[config.mk]
export PLATFORM = sky130hd
export DESIGN_NAME = res_station_flat
export DESIGN_NICKNAME = d
export VERILOG_FILES = /design/src/rtl/res_station_pkg.sv /design/src/rtl/res_station_if.sv /design/src/rtl/res_station_alloc.sv /design/src/rtl/res_station.sv /design/src/flat_wrapper.sv
export SDC_FILE = /design/constraint.sdc
export NUM_CORES = 2
export LEC_CHECK = 0
export CELL_PAD_IN_SITES_DETAIL_PLACEMENT = 1
export CELL_PAD_IN_SITES_GLOBAL_PLACEMENT = 2
export CORE_MARGIN = 2
export CORE_UTILIZATION = 40
export DETAILED_ROUTE_END_ITERATION = 10
export PLACE_DENSITY_LB_ADDON = 0.1
export SKIP_CTS_REPAIR_TIMING = 1
export SLEW_MARGIN = 20
export SYNTH_ARGS = -nofsm -noshare
export SYNTH_HDL_FRONTEND = slang
export SYNTH_SLANG_ARGS = --single-unit
[constraint.sdc]
create_clock -name clk -period 29.1 [get_ports clk]
set_clock_uncertainty 0.2 [all_clocks]
set_input_delay 4.365 -clock clk [delete_from_list [all_inputs] [get_ports clk]]
set_output_delay 4.365 -clock clk [all_outputs]
set_load 0.02 [all_outputs]
[src/rtl/res_station_pkg.sv]
// Shared types for the unified reservation station.
// Holds the slot count, address/tag widths, the slot cell layout (bit 0 = valid)
// and the operand wakeup helper used by both stored slots and the incoming cell.
package res_station_pkg;

    localparam int unsigned RES_ST_DEPTH  = 16;
    localparam int unsigned RES_ST_ADDR_W = $clog2(RES_ST_DEPTH);
    localparam int unsigned RES_ST_OCC_W  = RES_ST_ADDR_W + 1;
    localparam int unsigned ROB_ADDR_W    = 6;
    localparam int unsigned PHY_RF_ADDR_W = 6;
    localparam int unsigned XLEN          = 32;
    localparam int unsigned UOP_W         = 8;

    typedef logic [RES_ST_ADDR_W-1:0] res_st_addr_t;
    typedef logic [ROB_ADDR_W-1:0]    rob_addr_t;
    typedef logic [PHY_RF_ADDR_W-1:0] phy_rf_addr_t;

    typedef struct packed {
        logic            rdy;
        rob_addr_t       rob_tag;
        logic [XLEN-1:0] value;
    } res_st_src_t;

    // valid is the last field so it lands on bit 0
    typedef struct packed {
        res_st_src_t        src2;
        res_st_src_t        src1;
        phy_rf_addr_t       dest;
        rob_addr_t          rob_addr;
        logic [XLEN-1:0]    imm;
        logic [XLEN-1:0]    pc;
        logic [UOP_W-1:0]   uop;
        logic               valid;
    } res_st_cell_t;

    // Capture a retire broadcast into a waiting operand
    function automatic res_st_src_t src_wake(res_st_src_t src, logic en,
                                             rob_addr_t tag, logic [XLEN-1:0] value);
        res_st_src_t r;
        r = src;
        if (en && !src.rdy && (src.rob_tag == tag)) begin
            r.rdy   = 1'b1;
            r.value = value;
        end
        return r;
    endfunction

endpackage

[src/rtl/res_station_if.sv]
// Rename/scheduler/retire bundle of the reservation station.
// master: rename + scheduler + retire side; slave: the reservation station.
// Optional occupancy output exists only when QU_RES_ST_OCC_EN is defined.
interface res_station_if;
    import res_station_pkg::*;

    logic         flush;
    logic         wr_en;
    res_st_cell_t wr_cell;
    logic         full;
    res_st_addr_t rd1_addr;
    res_st_addr_t rd2_addr;
    res_st_addr_t rd3_addr;
    res_st_addr_t rd4_addr;
    res_st_cell_t rd1_data;
    res_st_cell_t rd2_data;
    res_st_cell_t rd3_data;
    res_st_cell_t rd4_data;
    logic         iss_en;
    res_st_addr_t iss_addr;
    logic         ret_en;
    rob_addr_t    ret_rob_addr;
    logic [XLEN-1:0] ret_value;
`ifdef QU_RES_ST_OCC_EN
    logic [RES_ST_OCC_W-1:0] occupancy;
`endif

    modport master (
        output flush, wr_en, wr_cell, rd1_addr, rd2_addr, rd3_addr, rd4_addr,
               iss_en, iss_addr, ret_en, ret_rob_addr, ret_value,
`ifdef QU_RES_ST_OCC_EN
        input  occupancy,
`endif
        input  full, rd1_data, rd2_data, rd3_data, rd4_data
    );

    modport slave (
        input  flush, wr_en, wr_cell, rd1_addr, rd2_addr, rd3_addr, rd4_addr,
               iss_en, iss_addr, ret_en, ret_rob_addr, ret_value,
`ifdef QU_RES_ST_OCC_EN
        output occupancy,
`endif
        output full, rd1_data, rd2_data, rd3_data, rd4_data
    );

endinterface

[src/rtl/res_station_alloc.sv]
// res_st_alloc: lowest-index free slot finder over the valid vector.
// Ports: valid (in, one bit per slot), free_addr (out, lowest slot with valid=0),
//        any_free (out, at least one slot free).
module res_st_alloc
    import res_station_pkg::*;
(
    input  logic [RES_ST_DEPTH-1:0] valid,
    output res_st_addr_t            free_addr,
    output logic                    any_free
);

    // Scan high to low so the lowest free index is the last one written
    always_comb begin
        free_addr = '0;
        any_free  = 1'b0;
        for (int i = RES_ST_DEPTH - 1; i >= 0; i--) begin
            if (!valid[i]) begin
                free_addr = res_st_addr_t'(i);
                any_free  = 1'b1;
            end
        end
    end

endmodule

[src/rtl/res_station.sv]
// res_station: unified reservation station between rename and the scheduler.
// Ports: clk, rst (synchronous, active-high), rs (res_station_if.slave):
//   flush/wr_en/wr_cell/full for allocation, rd1..rd4 addr/data combinational
//   read ports, iss_en/iss_addr to free a slot, ret_en/ret_rob_addr/ret_value
//   retire broadcast for operand wakeup.
// Optional feature: define QU_RES_ST_OCC_EN to add rs.occupancy (valid slot count).
module res_station
    import res_station_pkg::*;
(
    input  logic        clk,
    input  logic        rst,
    res_station_if.slave rs
);

    res_st_cell_t              slots_q [RES_ST_DEPTH];
    logic [RES_ST_DEPTH-1:0]   valid_vec;
    res_st_addr_t              free_addr;
    logic                      any_free;
    logic                      wr_take_c;
    res_st_cell_t              wr_cell_c;

    always_comb begin
        valid_vec = '0;
        for (int i = 0; i < RES_ST_DEPTH; i++) begin
            valid_vec[i] = slots_q[i].valid;
        end
    end

    res_st_alloc u_alloc (
        .valid     (valid_vec),
        .free_addr (free_addr),
        .any_free  (any_free)
    );

    assign wr_take_c = rs.wr_en && any_free;

    // Incoming cell sees the same-cycle broadcast so a producer retiring now is not missed
    always_comb begin
        wr_cell_c       = rs.wr_cell;
        wr_cell_c.valid = 1'b1;
        wr_cell_c.src1  = src_wake(rs.wr_cell.src1, rs.ret_en, rs.ret_rob_addr, rs.ret_value);
        wr_cell_c.src2  = src_wake(rs.wr_cell.src2, rs.ret_en, rs.ret_rob_addr, rs.ret_value);
    end

    // Slot storage: only valid is reset; payload is don't-care while invalid.
    // Allocation only targets invalid slots, so it safely outranks a same-slot issue.
    // Issue outranks wakeup so a freed slot records nothing.
    always_ff @(posedge clk) begin
        for (int i = 0; i < RES_ST_DEPTH; i++) begin
            if (rst || rs.flush) begin
                slots_q[i].valid <= 1'b0;
            end else if (wr_take_c && (free_addr == res_st_addr_t'(i))) begin
                slots_q[i] <= wr_cell_c;
            end else if (rs.iss_en && (rs.iss_addr == res_st_addr_t'(i))) begin
                slots_q[i].valid <= 1'b0;
            end else if (slots_q[i].valid) begin
                slots_q[i].src1 <= src_wake(slots_q[i].src1, rs.ret_en, rs.ret_rob_addr, rs.ret_value);
                slots_q[i].src2 <= src_wake(slots_q[i].src2, rs.ret_en, rs.ret_rob_addr, rs.ret_value);
            end
        end
    end

    assign rs.full     = !any_free;
    assign rs.rd1_data = slots_q[rs.rd1_addr];
    assign rs.rd2_data = slots_q[rs.rd2_addr];
    assign rs.rd3_data = slots_q[rs.rd3_addr];
    assign rs.rd4_data = slots_q[rs.rd4_addr];

`ifdef QU_RES_ST_OCC_EN
    logic [RES_ST_OCC_W-1:0] occ_q;
    logic                    iss_dec_c;

    assign iss_dec_c = rs.iss_en && valid_vec[rs.iss_addr];

    // Count of valid slots; write and issue in the same cycle cancel out
    always_ff @(posedge clk) begin
        if (rst || rs.flush) begin
            occ_q <= '0;
        end else if (wr_take_c && !iss_dec_c) begin
            occ_q <= occ_q + RES_ST_OCC_W'(1);
        end else if (!wr_take_c && iss_dec_c) begin
            occ_q <= occ_q - RES_ST_OCC_W'(1);
        end
    end

    assign rs.occupancy = occ_q;
`endif

endmodule

[src/flat_wrapper.sv]
// flat-port wrapper written by rule: the top's interface ports become plain ports
module res_station_flat import res_station_pkg::*;
  (clk, rst, rs_flush, rs_wr_en, rs_wr_cell, rs_rd1_addr, rs_rd2_addr, rs_rd3_addr, rs_rd4_addr, rs_iss_en, rs_iss_addr, rs_ret_en, rs_ret_rob_addr, rs_ret_value, rs_full, rs_rd1_data, rs_rd2_data, rs_rd3_data, rs_rd4_data);
  res_station_if rs_i ();
  input  logic clk;
  input  logic rst;
  input wire logic [$bits(rs_i.flush)-1:0] rs_flush;
  input wire logic [$bits(rs_i.wr_en)-1:0] rs_wr_en;
  input wire logic [$bits(rs_i.wr_cell)-1:0] rs_wr_cell;
  input wire logic [$bits(rs_i.rd1_addr)-1:0] rs_rd1_addr;
  input wire logic [$bits(rs_i.rd2_addr)-1:0] rs_rd2_addr;
  input wire logic [$bits(rs_i.rd3_addr)-1:0] rs_rd3_addr;
  input wire logic [$bits(rs_i.rd4_addr)-1:0] rs_rd4_addr;
  input wire logic [$bits(rs_i.iss_en)-1:0] rs_iss_en;
  input wire logic [$bits(rs_i.iss_addr)-1:0] rs_iss_addr;
  input wire logic [$bits(rs_i.ret_en)-1:0] rs_ret_en;
  input wire logic [$bits(rs_i.ret_rob_addr)-1:0] rs_ret_rob_addr;
  input wire logic [$bits(rs_i.ret_value)-1:0] rs_ret_value;
  output wire logic [$bits(rs_i.full)-1:0] rs_full;
  output wire logic [$bits(rs_i.rd1_data)-1:0] rs_rd1_data;
  output wire logic [$bits(rs_i.rd2_data)-1:0] rs_rd2_data;
  output wire logic [$bits(rs_i.rd3_data)-1:0] rs_rd3_data;
  output wire logic [$bits(rs_i.rd4_data)-1:0] rs_rd4_data;
  assign rs_i.flush = rs_flush;
  assign rs_i.wr_en = rs_wr_en;
  assign rs_i.wr_cell = rs_wr_cell;
  assign rs_i.rd1_addr = rs_rd1_addr;
  assign rs_i.rd2_addr = rs_rd2_addr;
  assign rs_i.rd3_addr = rs_rd3_addr;
  assign rs_i.rd4_addr = rs_rd4_addr;
  assign rs_i.iss_en = rs_iss_en;
  assign rs_i.iss_addr = rs_iss_addr;
  assign rs_i.ret_en = rs_ret_en;
  assign rs_i.ret_rob_addr = rs_ret_rob_addr;
  assign rs_i.ret_value = rs_ret_value;
  assign rs_full = rs_i.full;
  assign rs_rd1_data = rs_i.rd1_data;
  assign rs_rd2_data = rs_i.rd2_data;
  assign rs_rd3_data = rs_i.rd3_data;
  assign rs_rd4_data = rs_i.rd4_data;
  res_station u_core (.clk(clk), .rst(rst), .rs(rs_i));
endmodule
Word-level counts from Yosys, hierarchy flattened
Memory sizes are Yosys's and may differ from the RTL's. Index checks and enable logic that the tools add are counted.

Equality and inequality tests: 64. Bitwise gates (word level): 64. Reduce and logical (&&, ||, !) cells: 139. Multiplexer cells: 614.

Operators with widths (count): 32-bit 2-to-1 mux (162); 39-bit 2-to-1 mux (32); 1-bit 2-to-1 mux (404); 6-bit equality test (34); 1-bit logical AND (101); 4-bit equality test (second input constant) (16); 4-bit 2-to-1 mux (16); 1-bit bitwise OR (64); 1-bit zero test (35); 4-bit by 3-bit equality test with 1-bit output (second input constant) (8); 4-bit by 2-bit equality test with 1-bit output (second input constant) (4); 4-bit by 1-bit equality test with 1-bit output (second input constant) (2); 4-bit zero test (2); 1-bit logical OR (1).

Memory bits (writable): 2608. Logic and storage cells: 882. Output and inout port bits: 653. Register bits after elaboration: 0. Memories kept: 1. Input bits: 227.

Memories: u_core.slots_q (depth 16, bits a word 163, rd ports 20, clocked after memory_dff 0, write ports 16, line res_station.sv:15) `res_st_cell_t slots_q [RES_ST_DEPTH];`.

Longest topological paths before layout
An unclocked memory read counts as a cell.

Depth after elaboration: 24. Depth in mapped cells: 8. Depth with buffers taken out: 5.

Cells and area by module
From an unflattened synthesis, not the netlist that was laid out.

Cells, all modules: 9351. Area total of the unflattened synthesis: 174924.0 sq um.

By module, submodules not included: res_station (area an instance 174757.6 sq um, cells an instance 9317, instances 1, sequential area each 78315.1 sq um); res_st_alloc (area an instance 166.4 sq um, cells an instance 34, instances 1, sequential area each 0.0 sq um).

Least setup slack after synthesis
No wires, ideal clock.

Path kind: input port to flip-flop. Start point: input rs_flush. End point: memory u_core.slots_q[2][10] (netlist name) (enable). Data required time: 28271 ps. Cell stages on the path: 7. Setup slack: 16895 ps. Setup time: 629 ps. Buffers on the path: 4. Arrival: 11376 ps. Cells stage by stage: or2_1 -> buf_2 -> buf_2 -> clkbuf_1 -> or2_2 -> clkbuf_1 -> nor3_1.

RTL lines: start: declaration (line flat_wrapper.sv:7) `input wire logic [$bits(rs_i.flush)-1:0] rs_flush;`; end: declaration (line res_station.sv:15).

Final worst setup path
Start point: input rs_rd4_addr[0]. End point: output rs_rd4_data[129].

Word-level cells in the longest chain between the ends: 1.

Ends and longest elaborated chain: start: declaration (line flat_wrapper.sv:13) `input wire logic [$bits(rs_i.rd4_addr)-1:0] rs_rd4_addr;`; memory 16 x 163 bit; end: declaration (line flat_wrapper.sv:23) `output wire logic [$bits(rs_i.rd4_data)-1:0] rs_rd4_data;`.

Every way passes these cells.

==> results.yml <==
drt:
  wl_per_cell_um: 46.4
  vias_per_cell: 7.11
  route.detailed.drc: 0
  totalWireLength_mm: 704
  ant_nets: 0
  num_vias: 107984
  drt_iter0_markers: 13338
  firstDrtPassIters: 6
sta:
  rsz0062_at_grt: "no"
  fmax_ghz: 0.0648
  post-route-min-period_ns: 15.43
  slew_headroom: 0.164
  drv_slew: 0
  post-route-period-util: 0.530
  hold_violations: 0
  fin_ws_ns: 13.67
  fin_tns_setup_ns: 0
  worst_slew_pin_slew_ns: 1.25
  setup_violations: 0
setup_path:
  path_delay_family: "buffers and inverters"
  required_ns: 24.53
  crit_chain: "buf_8, buf_4, buf_4, buf_4, buf_4, buf_6, mux4_2, mux4_2, clkdlybuf4s50_1"
  crit_slowest_cell: "buf_4"
  startpoint_type: "primary input"
  critPathMaxStageDelay_ns: 0.91
  path_common_cell: "buf_4"
  path_buf_inv: 7
  crit_type: "primary input to primary output"
  critical_path.endpoint_type: "primary output"
  arrival_ns: 10.87
  cp_max_fo: 54
place:
  place_congestion: 0.862
  port_buffers: 878
  postPlaceCellArea_sq_um: 187000
  placed_cells: 14552
  dp_hpwl_mm: 420
  place_ws_ns: 13.15
clocking:
  numCtsBuffers: 327
  htree_levels: 5
  cts_root_buffer: "clkbuf_16"
  clockBufferDepth: 4
  cts_tree: "yes"
  clk_pin_slew_worst_paths_ns: 0.06
  insertion_delay_ns: 0.97
  cts_sinks: 2608
die:
  fp-row-count: 241
  dieWidth_um: 661
  initial_core_util: 0.401
  num_io_pins: 880
  dieArea_sq_um: 437000
  coreArea_sq_um: 431000
  fp.dieH_um: 661
min_path:
  hp-class: "flip-flop to flip-flop"
synth:
  syn_nets: 8936
  synth_common_cells: "mux4_2, edfxtp_1, mux2_2, clkbuf_1, mux2_1"
  ys_warn_count: 0
  synth_edf_count: 2608
  synth.avg_cell_area_sq_um: 19.8
  synth.top_cell.area_share: 0.453
  synth_ff_type: "edfxtp_1"
  seq_area_frac_synth: 0.453
  synth_cell_types: 50
  ys_seq_elements: 2608
  synth_area_sq_um: 173000
  synth.area.top_cells: "edfxtp_1, mux4_2, mux2_2"
  synth.largest_area_cell: "edfxtp_1"
  async_flop_share: 0
  post-synth-top-count-cell: "mux4_2"
  synth_cells: 8709
power_and_ir_drop:
  cellPowerDensity_nw_per_um2: 50.7
  pwr-share-seq: 0.416
  peakVddDrop_mv: 0.0454
  swShare: 0.267
  combPwrFrac: 0.167
  clockPowerShare: 0.417
  leakagePower_uw: 0.0603
  p_sw_uw: 2670
  total_power_uw: 10000
  internal_power_uw: 7340
layout:
  regMostFlops: "u_core.slots_q"
  instances_no_fill: 15186
  area_growth_pct: 14.4
  largest_register_ffs: 2608
  final_area_sq_um: 198000
  drive_gt1_frac: 0.495
  reg_top3: "u_core.slots_q (2608)"
  layout.nets: 9398
global_routing:
  gr-total-overflow: 0
  grtUsageTotal: 0.320
  grt_pass1_vias: 112096
  grt_max_degree: 124
  antenna_found_initial: 84
  grt_pass1_wl_mm: 965
run_status:
  outcome: "finished, final reports clean"
job:
  cap_viol_max_count: 0
[power groups by stage]
| stage | combinational, uW | clock (uW) | sequential, uW |
|---|---|---|---|
| floorplan | 997 | 0 | 4240 |
| global placement | 1660 | 0 | 4250 |
| detailed placement | 1670 | 0 | 4250 |
| CTS | 1670 | 4250 | 4170 |
| global route | 1720 | 4360 | 4170 |
| finish | 1670 | 4180 | 4170 |
[placed cells by master, fill, tap and decap left out, types with 50 or more instances in the layout]
master           count
edfxtp_1          2608
clkinv_2            60
buf_4              294
clkdlybuf4s50_1    840
mux4_2            3218
clkbuf_1            57
xor2_1             103
clkbuf_16          332
clkinv_1            61
mux2_2             536
nor2b_1             55
xnor2_1            101
mux2_1             488
a21oi_1             70
mux2i_1             50
[per-stage QoR]
step | hold slack (ns) | util
final | 0.544 | 0.459
after global placement | 0.504 | 0.434
after CTS | 0.539 | 0.459
after detailed placement | 0.523 | 0.434
after global routing | 0.601 | 0.459
after floorplan | 0.431 | -
[cells by family (layout without fill, tap and decap cells)]
kind of cell | count (synthesis) | count (layout) | share of synthesized area
other | 0 | 45 | 0
AOI/OAI and AO/OA | 199 | 199 | 0.00729
muxes | 4292 | 4292 | 0.489
xor gates and xnor gates | 204 | 204 | 0.0103
and+or+nand+nor | 324 | 324 | 0.0101
DFF | 2608 | 2608 | 0.453
buffers and inverters | 1082 | 1804 | 0.0299
[layout make-up]
| cell class | count | area (sq um) |
|---|---|---|
| tap | 5710 | 7140 |
| antenna | 45 | 113 |
| timing repair buffer | 1192 | 11400 |
| inverter | 23 | 91.3 |
| clock inverter | 200 | 2120 |
| fill | 39229 | 233000 |
| clock buffer | 389 | 8520 |
| sequential | 2608 | 78300 |
| multi-input combinational | 5019 | 90000 |
[per-layer routing]
metal | vias to the layer above | global-route usage | share of wire
li1 | 40409 | - | -
met1 | 60108 | 0.398 | 0.36
met2 | 6025 | 0.524 | 0.49
met3 | 1404 | 0.0697 | 0.084
met4 | 38 | 0.171 | 0.062
met5 | - | 0 | 0.00035
[path summary, 6_finish.rpt]
path	from	end	slack (ns)	cells past startpoint
worst max-delay path	rs_rd4_addr[0]	rs_rd4_data[129]	13.67	9
worst min-delay path	u_core.slots_q[15][123]	u_core.slots_q[15][123]	0.54	2
worst max register to register	u_core.slots_q[0][0]	u_core.slots_q[11][65]	23.57	8
worst min register to register	u_core.slots_q[15][123]	u_core.slots_q[15][123]	0.54	2
[worst reg2reg max path: stages (launching register included)]
cell and delay, ns:
edfxtp_1 0.68, nand4_1 0.33, nor3_1 0.35, nand2_1 0.24
or2_1 0.27, buf_4 0.29, nor2_4 0.92, buf_4 0.86
buf_4 0.96
(Power assumes the default switching activity.)
